`config.mk`:
```
export PLATFORM = sky130hd
export DESIGN_NAME = wptr_full_ctrl
export DESIGN_NICKNAME = d
export VERILOG_FILES = /design/src/rtl/wptr_full_ctrl_pkg.sv /design/src/rtl/wptr_full_ctrl.sv
export SDC_FILE = /design/constraint.sdc
export NUM_CORES = 1
export LEC_CHECK = 0
export ABC_AREA = 1
export CORE_MARGIN = 2
export CORE_UTILIZATION = 50
export DETAILED_ROUTE_END_ITERATION = 10
export PLACE_DENSITY = 0.82
export SLEW_MARGIN = 25
export SYNTH_ARGS = -nofsm -noshare
export SYNTH_HDL_FRONTEND = slang
export SYNTH_SLANG_ARGS = --single-unit
```
`constraint.sdc`:
```
create_clock -name wclk -period 4.4 [get_ports wclk]
set_clock_uncertainty 0.2 [all_clocks]
set_input_delay 0.66 -clock wclk [delete_from_list [all_inputs] [get_ports wclk]]
set_output_delay 0.66 -clock wclk [all_outputs]
set_load 0.005 [all_outputs]
```
`src/rtl/wptr_full_ctrl_pkg.sv`:
```
// Shared Gray-pointer FIFO helpers, used by both the write-side full and read-side empty controllers.
package wptr_full_ctrl_pkg;

  localparam int ADDRSIZE_MAX = 12;
  localparam int PTR_W_MAX    = ADDRSIZE_MAX + 1;
  localparam int DEF_ADDRSIZE = 4;
  localparam int DEPTH        = 2 ** DEF_ADDRSIZE;

  // Callers zero-extend narrower pointers; leading zeros convert to leading zeros both ways.
  function automatic logic [PTR_W_MAX-1:0] bin2gray(input logic [PTR_W_MAX-1:0] b);
    return b ^ (b >> 1);
  endfunction

  function automatic logic [PTR_W_MAX-1:0] gray2bin(input logic [PTR_W_MAX-1:0] g);
    logic [PTR_W_MAX-1:0] b;
    b[PTR_W_MAX-1] = g[PTR_W_MAX-1];
    for (int i = PTR_W_MAX - 2; i >= 0; i--) b[i] = b[i+1] ^ g[i];
    return b;
  endfunction

endpackage

```
`src/rtl/wptr_full_ctrl.sv`:
```
// Write-domain pointer, full/almost-full, occupancy and sticky overflow for the dual-clock Gray FIFO.
module wptr_full_ctrl
  import wptr_full_ctrl_pkg::*;
#(
  parameter int ADDRSIZE     = 4,
  parameter int AFULL_THRESH = 2 ** ADDRSIZE - 2
) (
  input  logic                wclk,
  input  logic                wrst,
  input  logic                winc,
  input  logic [ADDRSIZE:0]   wq2_rptr,
  input  logic                woverflow_clr,
  output logic [ADDRSIZE-1:0] waddr,
  output logic                wclken,
  output logic [ADDRSIZE:0]   wptr,
  output logic                wfull,
  output logic                walmost_full,
  output logic [ADDRSIZE:0]   wdepth,
  output logic                woverflow
);

  localparam int PW = ADDRSIZE + 1;

  logic [PW-1:0] wbin_q, wbin_d;
  logic [PW-1:0] wptr_q, wptr_d;
  logic [PW-1:0] wdepth_q, wdepth_d;
  logic          wfull_q, wfull_d;
  logic          walmost_full_q, walmost_full_d;
  logic          woverflow_q, woverflow_d;
  logic [PW-1:0] rbin, full_cmp;

  assign wclken = winc & ~wfull_q;

  always_comb begin
    wbin_d   = wbin_q + PW'(wclken);
    wptr_d   = PW'(bin2gray(PTR_W_MAX'(wbin_d)));
    // Full when the next write pointer is exactly one lap ahead: top two Gray bits inverted.
    full_cmp = {~wq2_rptr[ADDRSIZE:ADDRSIZE-1], wq2_rptr[ADDRSIZE-2:0]};
    wfull_d  = (wptr_d == full_cmp);
    rbin     = PW'(gray2bin(PTR_W_MAX'(wq2_rptr)));
    // Occupancy uses the pre-increment pointer, so it trails wbin by one edge.
    wdepth_d       = wbin_q - rbin;
    walmost_full_d = (wdepth_d >= PW'(AFULL_THRESH));
    woverflow_d    = woverflow_q;
    if (woverflow_clr)   woverflow_d = 1'b0;
    if (winc && wfull_q) woverflow_d = 1'b1;
  end

  always_ff @(posedge wclk) begin
    if (wrst) begin
      wbin_q         <= '0;
      wptr_q         <= '0;
      wdepth_q       <= '0;
      wfull_q        <= 1'b0;
      walmost_full_q <= 1'b0;
      woverflow_q    <= 1'b0;
    end else begin
      wbin_q         <= wbin_d;
      wptr_q         <= wptr_d;
      wdepth_q       <= wdepth_d;
      wfull_q        <= wfull_d;
      walmost_full_q <= walmost_full_d;
      woverflow_q    <= woverflow_d;
    end
  end

  assign waddr        = wbin_q[ADDRSIZE-1:0];
  assign wptr         = wptr_q;
  assign wfull        = wfull_q;
  assign walmost_full = walmost_full_q;
  assign wdepth       = wdepth_q;
  assign woverflow    = woverflow_q;

endmodule

```
==> results.cfg, run 1 <==
[status]
outcome = complete, no violations

[floorplanning]
num_rows = 16
core_um2 = 1920
die_area_um2 = 2370
initial_core_util = 0.520
die_w_um = 48.7
ioPinCount = 27
die_y_um = 48.7

[global_routing]
grt_pass1_vias = 912
track_usage = 0.206
grt_pass1_wl_mm = 3.77
overflow = 0
grt_antenna_before_repair = 0
grt_max_degree = 16

[finish]
regArea_um2 = 340
multi_input_area_um2 = 568
fill_cells = 181
n_antenna_cell = 0
final_cell_mix = 39 x nand2_1, 26 x clkdlybuf4s50_1, 20 x inv_1
layout_commonest_cell = nand2_1
fin_nets = 190
syn_to_final_growth_pct = 31.8
design_area_um2 = 1320
final_cells = 200
final_layout_size_suffix_gt1_frac = 0.127

[timing]
drv_slew = 0
rsz0062_at_grt = no
period_minus_slack_ns = 3.10
fin_crit_sh = 0.704
tightest_slew_ns = 0.539
fin_ws_ns = 1.30
setup_tns_ns = 0
hold_viol_final = 0
maxSlewHeadroom = 0.640
max_freq_mhz = 323
setup_viol = 0

[clock_tree]
clockBufferDepth = 2
cts_resized = 0
cts-buffers-inserted = 3
clockRootBuffer = clkbuf_4
htree_num_levels = 1
clock_sinks = 17
insertion_delay_ns = 0.30
cts_tree = built
postCtsHoldBufs = 0
cts_setup_buffers = 0
path_clk_slew_ns = 0.10

[critical_path]
worstPathRequired_ns = 4.39
arrival_ns = 3.09
path_class = in2reg
r2r_slack_ns = 2.41
endpoint_kind = flop
cp-start-kind = input pin
reg2reg_depth = 11
path_max_fanout = 3

[route]
via_per_inst = 4.90
ant_nets = 0
via_count = 979
drt_iter0_drc = 18
drt_first_pass_iters = 4
post-route-drc-count = 0
wl_mm = 2.17
avgRoutedWirePerCell_um = 10.8

[worst_hold_path]
holdPathStages = 2
hold_class = reg2reg

[placement]
dp.cells = 196
gp_congestion = 0.782
portBuffers = 26
dp_slack_ns = 0.990
placed_cell_area_um2 = 1290
hpwlAfterDp_mm = 1.71

[power]
p_int_uw = 255
p_comb_frac = 0.290
pwr-share-seq = 0.472
powerDensity_nw_per_um2 = 278
swShare = 0.304
vdd_drop_max_uv = 170
clock_power_share = 0.239
p_switching_uw = 111
leakage_uw = 0.000622

[yosys]
synth_top_family_by_area = simple AND/OR/NAND/NOR gates
ys_seq_elements = 17
yosysUniqueCellTypes = 20
yosys_warnings = 0
synth_cells = 144
avgSynthCellArea_um2 = 6.93
syn_nets = 160
synth_area_um2 = 998
synth_compound_area_frac = 0.0526
yosysSeqAreaShare = 0.341
synthAdderAreaFrac = 0.0952
synth_xor_xnor_area_share = 0.00877
synthMuxAreaShare = 0
synth_simple_gate_area_share = 0.412

[flow_run]
drv_cap = 0
-- cells by family after synthesis --
group,Yosys count
flops,17
compound gates,10
simple gates,85
buf+inv,24
fa+ha+maj,7
xor+xnor,1
-- synth_stat cells --
library cell / number / area [um^2]
nor2_2: 2 / 12.5
o21ai_0: 3 / 15.0
clkbuf_1: 1 / 3.75
nand2_1: 39 / 146
nor2_1: 13 / 48.8
nand2_4: 3 / 33.8
nand4_1: 2 / 12.5
fa_1: 1 / 20.0
dfxtp_1: 17 / 340
a21oi_1: 6 / 30.0
inv_1: 20 / 75.1
nand3_1: 15 / 75.1
a21boi_0: 1 / 7.51
nor2_4: 1 / 11.3
xor2_1: 1 / 8.76
inv_2: 3 / 11.3
nand3_2: 2 / 20.0
ha_1: 6 / 75.1
nand3b_1: 1 / 7.51
nand2_2: 7 / 43.8
-- stage by stage --
stage | utilization | power [uW] | hold slack [ns]
after floorplan | - | 235 | 0.249
after global placement | 0.671 | 279 | 0.251
after detailed placement | 0.671 | 283 | 0.265
after CTS | 0.685 | 370 | 0.281
after global routing | 0.685 | 391 | 0.333
final | 0.685 | 366 | 0.276
-- power by group through the flow --
stage	combinational (uW)	clock [uW]	sequential, uW
floorplan	58.0	0	177
global placement	103	0	176
detailed placement	107	0	176
CTS	107	90.2	173
global route	119	97.1	175
finish	106	87.4	173
-- per-layer routing --
metal	track usage	vias up	wire length [um]	part of all wire
li1	-	509	-	-
met1	0.219	432	893	0.41
met2	0.386	29	1110	0.51
met3	0.0340	9	101	0.047
met4	0.105	0	58	0.027
met5	0	-	0	0
-- flip-flops by register name (all words and copies together) (netlist names) --
signal and flops:
wfull 1, wptr 4, wdepth 5, wbin_q 5
walmost_full 1, woverflow 1
-- final timing paths --
check                               endpoint   startpoint
worst max-delay path            walmost_full  wq2_rptr[4]
worst min-delay path               woverflow    woverflow
worst max register to register         wfull        wfull
worst min register to register     woverflow    woverflow
-- critical path, cell delays in order --
cell	delay, ns
clkdlybuf4s50_1	0.51
inv_1	0.08
nand2_1	0.08
nand2_1	0.07
nand2_1	0.08
nand2_1	0.07
nand2_1	0.07
nand2_2	0.07
inv_2	0.07
nand2_1	0.05
nand2_1	0.06
inv_1	0.04
ha_1	0.20
fa_1	0.44
nor2_1	0.11
o21ai_0	0.09
a21boi_0	0.22
o21ai_0	0.11
-- area by class of cell --
class,count,share of cell area
multi-input cells,103,0.432
clock buffers,3,0.0171
flip-flops and latches,17,0.259
repair buffers,26,0.198
well taps,27,0.0257
inverters,23,0.0656
clock inverters,1,0.00380
(Power assumes the default switching activity.)
==> run 2, diff against run 1 <==
--- a/config.mk
+++ b/config.mk
@@ -7,9 +7,9 @@
 export LEC_CHECK = 0
 export ABC_AREA = 1
 export CORE_MARGIN = 2
-export CORE_UTILIZATION = 50
+export CORE_UTILIZATION = 42
 export DETAILED_ROUTE_END_ITERATION = 10
-export PLACE_DENSITY = 0.82
+export PLACE_DENSITY = 0.74
 export SLEW_MARGIN = 25
 export SYNTH_ARGS = -nofsm -noshare
 export SYNTH_HDL_FRONTEND = slang
==> constraint.sdc (replaced) <==
create_clock -name wclk -period 2.6 [get_ports wclk]
set_clock_uncertainty 0.2 [all_clocks]
set_input_delay 0.39 -clock wclk [delete_from_list [all_inputs] [get_ports wclk]]
set_output_delay 0.39 -clock wclk [all_outputs]
set_load 0.005 [all_outputs]
==> run 2 against run 1 <==
Via count increased by 2.7%. Register-to-register slack worse by 1.8 ns. Die area rose by 17%.
==> results.cfg, run 2 (synthesized netlist as in run 1, its figures left out) <==
[timing]
fin_crit_sh = 0.927
rsz0062_at_grt = no
fin_ws_ns = 0.191
maxSlewHeadroom = 0.798
hold_viol_final = 0
tightest_slew_ns = 0.303
period_minus_slack_ns = 2.41
drv_slew = 0
max_freq_mhz = 415
holdWs_ns = 0.274
setup_viol = 0

[finish]
layout_commonest_cell = nand2_1
syn_to_final_growth_pct = 40.7
utilization = 0.629
n_antenna_cell = 0
final_cell_mix = 39 x nand2_1, 23 x clkdlybuf4s50_1, 20 x inv_1
final_layout_size_suffix_gt1_frac = 0.186
fin_nets = 200
fill_cells = 219

[global_routing]
grt_max_degree = 12
grt_pass1_vias = 978
overflow = 0
grt_pass1_wl_mm = 3.98
grt_antenna_before_repair = 0
track_usage = 0.196

[worst_hold_path]
hold_class = reg2reg
holdPathStages = 2
hold_start = woverflow
hold_end = woverflow

[route]
avgRoutedWirePerCell_um = 11.0
drt_iter0_drc = 13
via_count = 1005
drt_first_pass_iters = 4
post-route-drc-count = 0
wl_mm = 2.33
via_per_inst = 4.76
ant_nets = 0

[critical_path]
path_class = in2reg
endpoint_kind = flop
r2r-start = wfull
path_max_fanout = 3
r2r_slack_ns = 0.65
timing.rr.end = wfull
arrival_ns = 2.39
reg2reg_depth = 11
cp-start-kind = input pin
worstPathRequired_ns = 2.58

[clock_tree]
postCtsHoldBufs = 0
clockRootBuffer = clkbuf_4
clock_sinks = 17
cts_tree = built
cts_setup_buffers = 0
path_clk_slew_ns = 0.10
cts-buffers-inserted = 3
htree_num_levels = 1
insertion_delay_ns = 0.29
clockBufferDepth = 2

[power]
powerDensity_nw_per_um2 = 456
leakage_uw = 0.000681
power.total_uw = 640
pwr-share-seq = 0.457
p_comb_frac = 0.319
p_switching_uw = 190
vdd_drop_max_uv = 303
swShare = 0.297
clock_power_share = 0.224
p_int_uw = 450

[floorplanning]
die_area_um2 = 2780
die_y_um = 52.8
initial_core_util = 0.447
core_um2 = 2230
ioPinCount = 27
die_w_um = 52.8
num_rows = 17

[flow_run]
drv_cap = 0

[placement]
gp_congestion = 0.742
hpwlAfterDp_mm = 1.84
dp_slack_ns = -0.477
portBuffers = 26

[status]
outcome = complete, no violations
## run 2: cell type report
cell class / count / area (um^2) / area share
Multi-Input combinational cell: 103 / 581 / 0.413
Sequential cell: 17 / 340 / 0.242
Timing Repair Buffer: 36 / 337 / 0.240
Inverter: 23 / 86.3 / 0.0614
Tap cell: 28 / 35.0 / 0.0249
Clock buffer: 4 / 26.3 / 0.0187
## run 2: power by group through the flow
stage	registers, uW	logic (uW)	clock network (uW)
detailed placement	299	197	0
CTS	293	202	151
global placement	298	193	0
finish	292	204	144
floorplan	300	98.1	0
global route	295	230	164
## run 2: how the worst max path moves through the flow
stage,from,end,slack (ns)
finish,wq2_rptr[4],walmost_full,0.19
global route,wq2_rptr[3],walmost_full,0.02
CTS,wq2_rptr[2],walmost_full,0.07
detailed placement,wq2_rptr[3],walmost_full,-0.48
global placement,wq2_rptr[3],walmost_full,-0.39
floorplan,wq2_rptr[3],walmost_full,0.22
## run 2: stage by stage
| stage | TNS, ns | instances | instance area, um^2 |
|---|---|---|---|
| finish | 0 | 211 | 1410 |
| global route | 0 | 211 | 1410 |
| CTS | 0 | 211 | 1400 |
| detailed placement | -1.32 | 207 | 1370 |
| global placement | -1.04 | 207 | 1370 |
| floorplan | 0 | 144 | 998 |
## run 2: metal layers
metal  part of all wire  track usage
met4             0.0039       0.0385
met5                  0            0
met2               0.52        0.360
met1               0.44        0.221
met3              0.036       0.0600
## run 2: timing repair
action,in CTS,in global routing
pin swaps,0,2
setup endpoints to repair,3,2
gates resized for setup,5,4
## run 2: critical path, stage by stage
cell           delay (ns)
dlygate4sd2_1        0.26
inv_1                0.08
nand2_1              0.07
nand2_1              0.08
nand2_1              0.07
nand2_1              0.08
nand2_1              0.07
nand2_2              0.08
nand2_1              0.05
nand2_1              0.05
inv_1                0.04
ha_1                 0.20
fa_2                 0.38
buf_4                0.15
xor2_2               0.15
nor2_1               0.07
nand2_1              0.06
o21ai_0              0.07
==> run 3, diff against run 2 <==
--- a/config.mk
+++ b/config.mk
@@ -10,6 +10,7 @@
 export CORE_UTILIZATION = 42
 export DETAILED_ROUTE_END_ITERATION = 10
 export PLACE_DENSITY = 0.74
+export REMOVE_ABC_BUFFERS = 1
 export SLEW_MARGIN = 25
 export SYNTH_ARGS = -nofsm -noshare
 export SYNTH_HDL_FRONTEND = slang
==> run 3 against run 2 <==
First-iteration DRC count grew 54%. Die area is the same. Fmax shrank 0.80%. Largest power group unchanged.
==> results.cfg, run 3 (synthesized netlist as in run 1, its figures left out) <==
[power]
p_switching_uw = 191
p_int_uw = 454
p_comb_frac = 0.330
vdd_drop_max_uv = 332
clock_power_share = 0.217
leakage_uw = 0.000695
pwr-share-seq = 0.453
swShare = 0.296
powerDensity_nw_per_um2 = 454

[global_routing]
top_usage_layer = met2
grtUsageMet1 = 0.208
grt_pass1_vias = 1058
track_usage = 0.196
overflow = 0
grt_max_degree = 13
grt_antenna_before_repair = 0
grt_pass1_wl_mm = 4.07
grt_util_met2 = 0.371
gr-usage-met3 = 0.0486

[floorplanning]
num_rows = 17
ioPinCount = 27
die_w_um = 52.8
initial_core_util = 0.447
die_area_um2 = 2780
die_y_um = 52.8
core_um2 = 2230

[route]
avgRoutedWirePerCell_um = 11.0
ant_nets = 0
via_per_inst = 4.85
drt_first_pass_iters = 4
via_count = 1029
drt_iter0_drc = 20
post-route-drc-count = 0
wl_mm = 2.33

[clock_tree]
cts_tree = built
clockRootBuffer = clkbuf_4
insertion_delay_ns = 0.28
clockBufferDepth = 2
path_clk_slew_ns = 0.10
htree_num_levels = 1
postCtsHoldBufs = 0
clock_sinks = 17
cts-buffers-inserted = 3

[critical_path]
arrival_ns = 2.46
path_class = in2reg
cp-start-kind = input pin
worstPathRequired_ns = 2.63
endpoint_kind = flop
path_max_fanout = 3

[finish]
layout_commonest_cell = nand2_1
fin_nets = 201
final_layout_size_suffix_gt1_frac = 0.201
syn_to_final_growth_pct = 42.2
fill_cells = 211
final_cells = 212
n_antenna_cell = 0
utilization = 0.636
final_cell_mix = 39 x nand2_1, 24 x clkdlybuf4s50_1, 20 x inv_1

[placement]
dp_slack_ns = -0.450
portBuffers = 26
dp.cells = 207
gp_congestion = 0.810
hpwlAfterDp_mm = 1.88

[timing]
max_freq_mhz = 412
period_minus_slack_ns = 2.43
setup_viol = 0
holdWs_ns = 0.267
rsz0062_at_grt = no
fin_ws_ns = 0.171
drv_slew = 0
hold_viol_final = 0
maxSlewHeadroom = 0.811
setup_tns_ns = 0
fin_crit_sh = 0.934
tightest_slew_ns = 0.282

[flow_run]
drv_cap = 0

[status]
outcome = complete, no violations

[worst_hold_path]
hold_class = in2reg
run 3: area by class of cell:
| cell class | instances | area [um^2] | area share |
|---|---|---|---|
| multi-input combinational | 103 | 583 | 0.411 |
| clock inverter | 1 | 5.00 | 0.00352 |
| inverter | 23 | 86.3 | 0.0608 |
| clock buffer | 3 | 22.5 | 0.0159 |
| timing repair buffer | 37 | 348 | 0.245 |
| sequential | 17 | 340 | 0.240 |
| tap | 28 | 35.0 | 0.0247 |
run 3: per-stage QoR:
step	instance area (um^2)	total power (uW)
finish	1420	645
global route	1420	694
CTS	1410	653
detailed placement	1370	498
global placement	1370	490
floorplan	995	396
run 3: power by group through the flow:
stage	clock network [uW]	logic [uW]	registers, uW
final	140	212	292
after detailed placement	0	199	299
after CTS	147	213	293
after floorplan	0	96.4	300
after global placement	0	193	297
after global routing	160	240	295
run 3: timing repair:
action / 4_1_cts / 5_1_grt
pin swaps: 2 / 2
buffers inserted: 1 / 0
setup endpoints to repair: 2 / 3
hold endpoints to repair: 0 / 0
cloned: 0 / 0
resized for setup: 5 / 5
run 3: worst paths after layout:
path,end,start,cells past startpoint,slack (ns)
worst max register to register,wfull,wfull,11,0.62
worst max-delay path,walmost_full,wq2_rptr[2],17,0.17
worst min register to register,woverflow,woverflow,2,0.28
worst min-delay path,wfull,wq2_rptr[3],4,0.27
run 3: worst max-delay path, stage by stage:
cell and delay, ns:
clkdlybuf4s50_1 0.50, inv_1 0.06, nand2_1 0.08, nand2_1 0.07, nand2_1 0.07, nand2_2 0.07
inv_2 0.05, nand2_1 0.04, nand2_1 0.05, inv_1 0.04, ha_2 0.18, fa_2 0.35
buf_4 0.15, xor2_2 0.14, nor2_1 0.09, nand2_1 0.06, o21ai_1 0.07
run 3: metal layers:
layer / up-vias / share of wire
met5: - / 0
met4: 0 / 0.023
met3: 6 / 0.055
met2: 30 / 0.51
met1: 461 / 0.41
li1: 532 / -
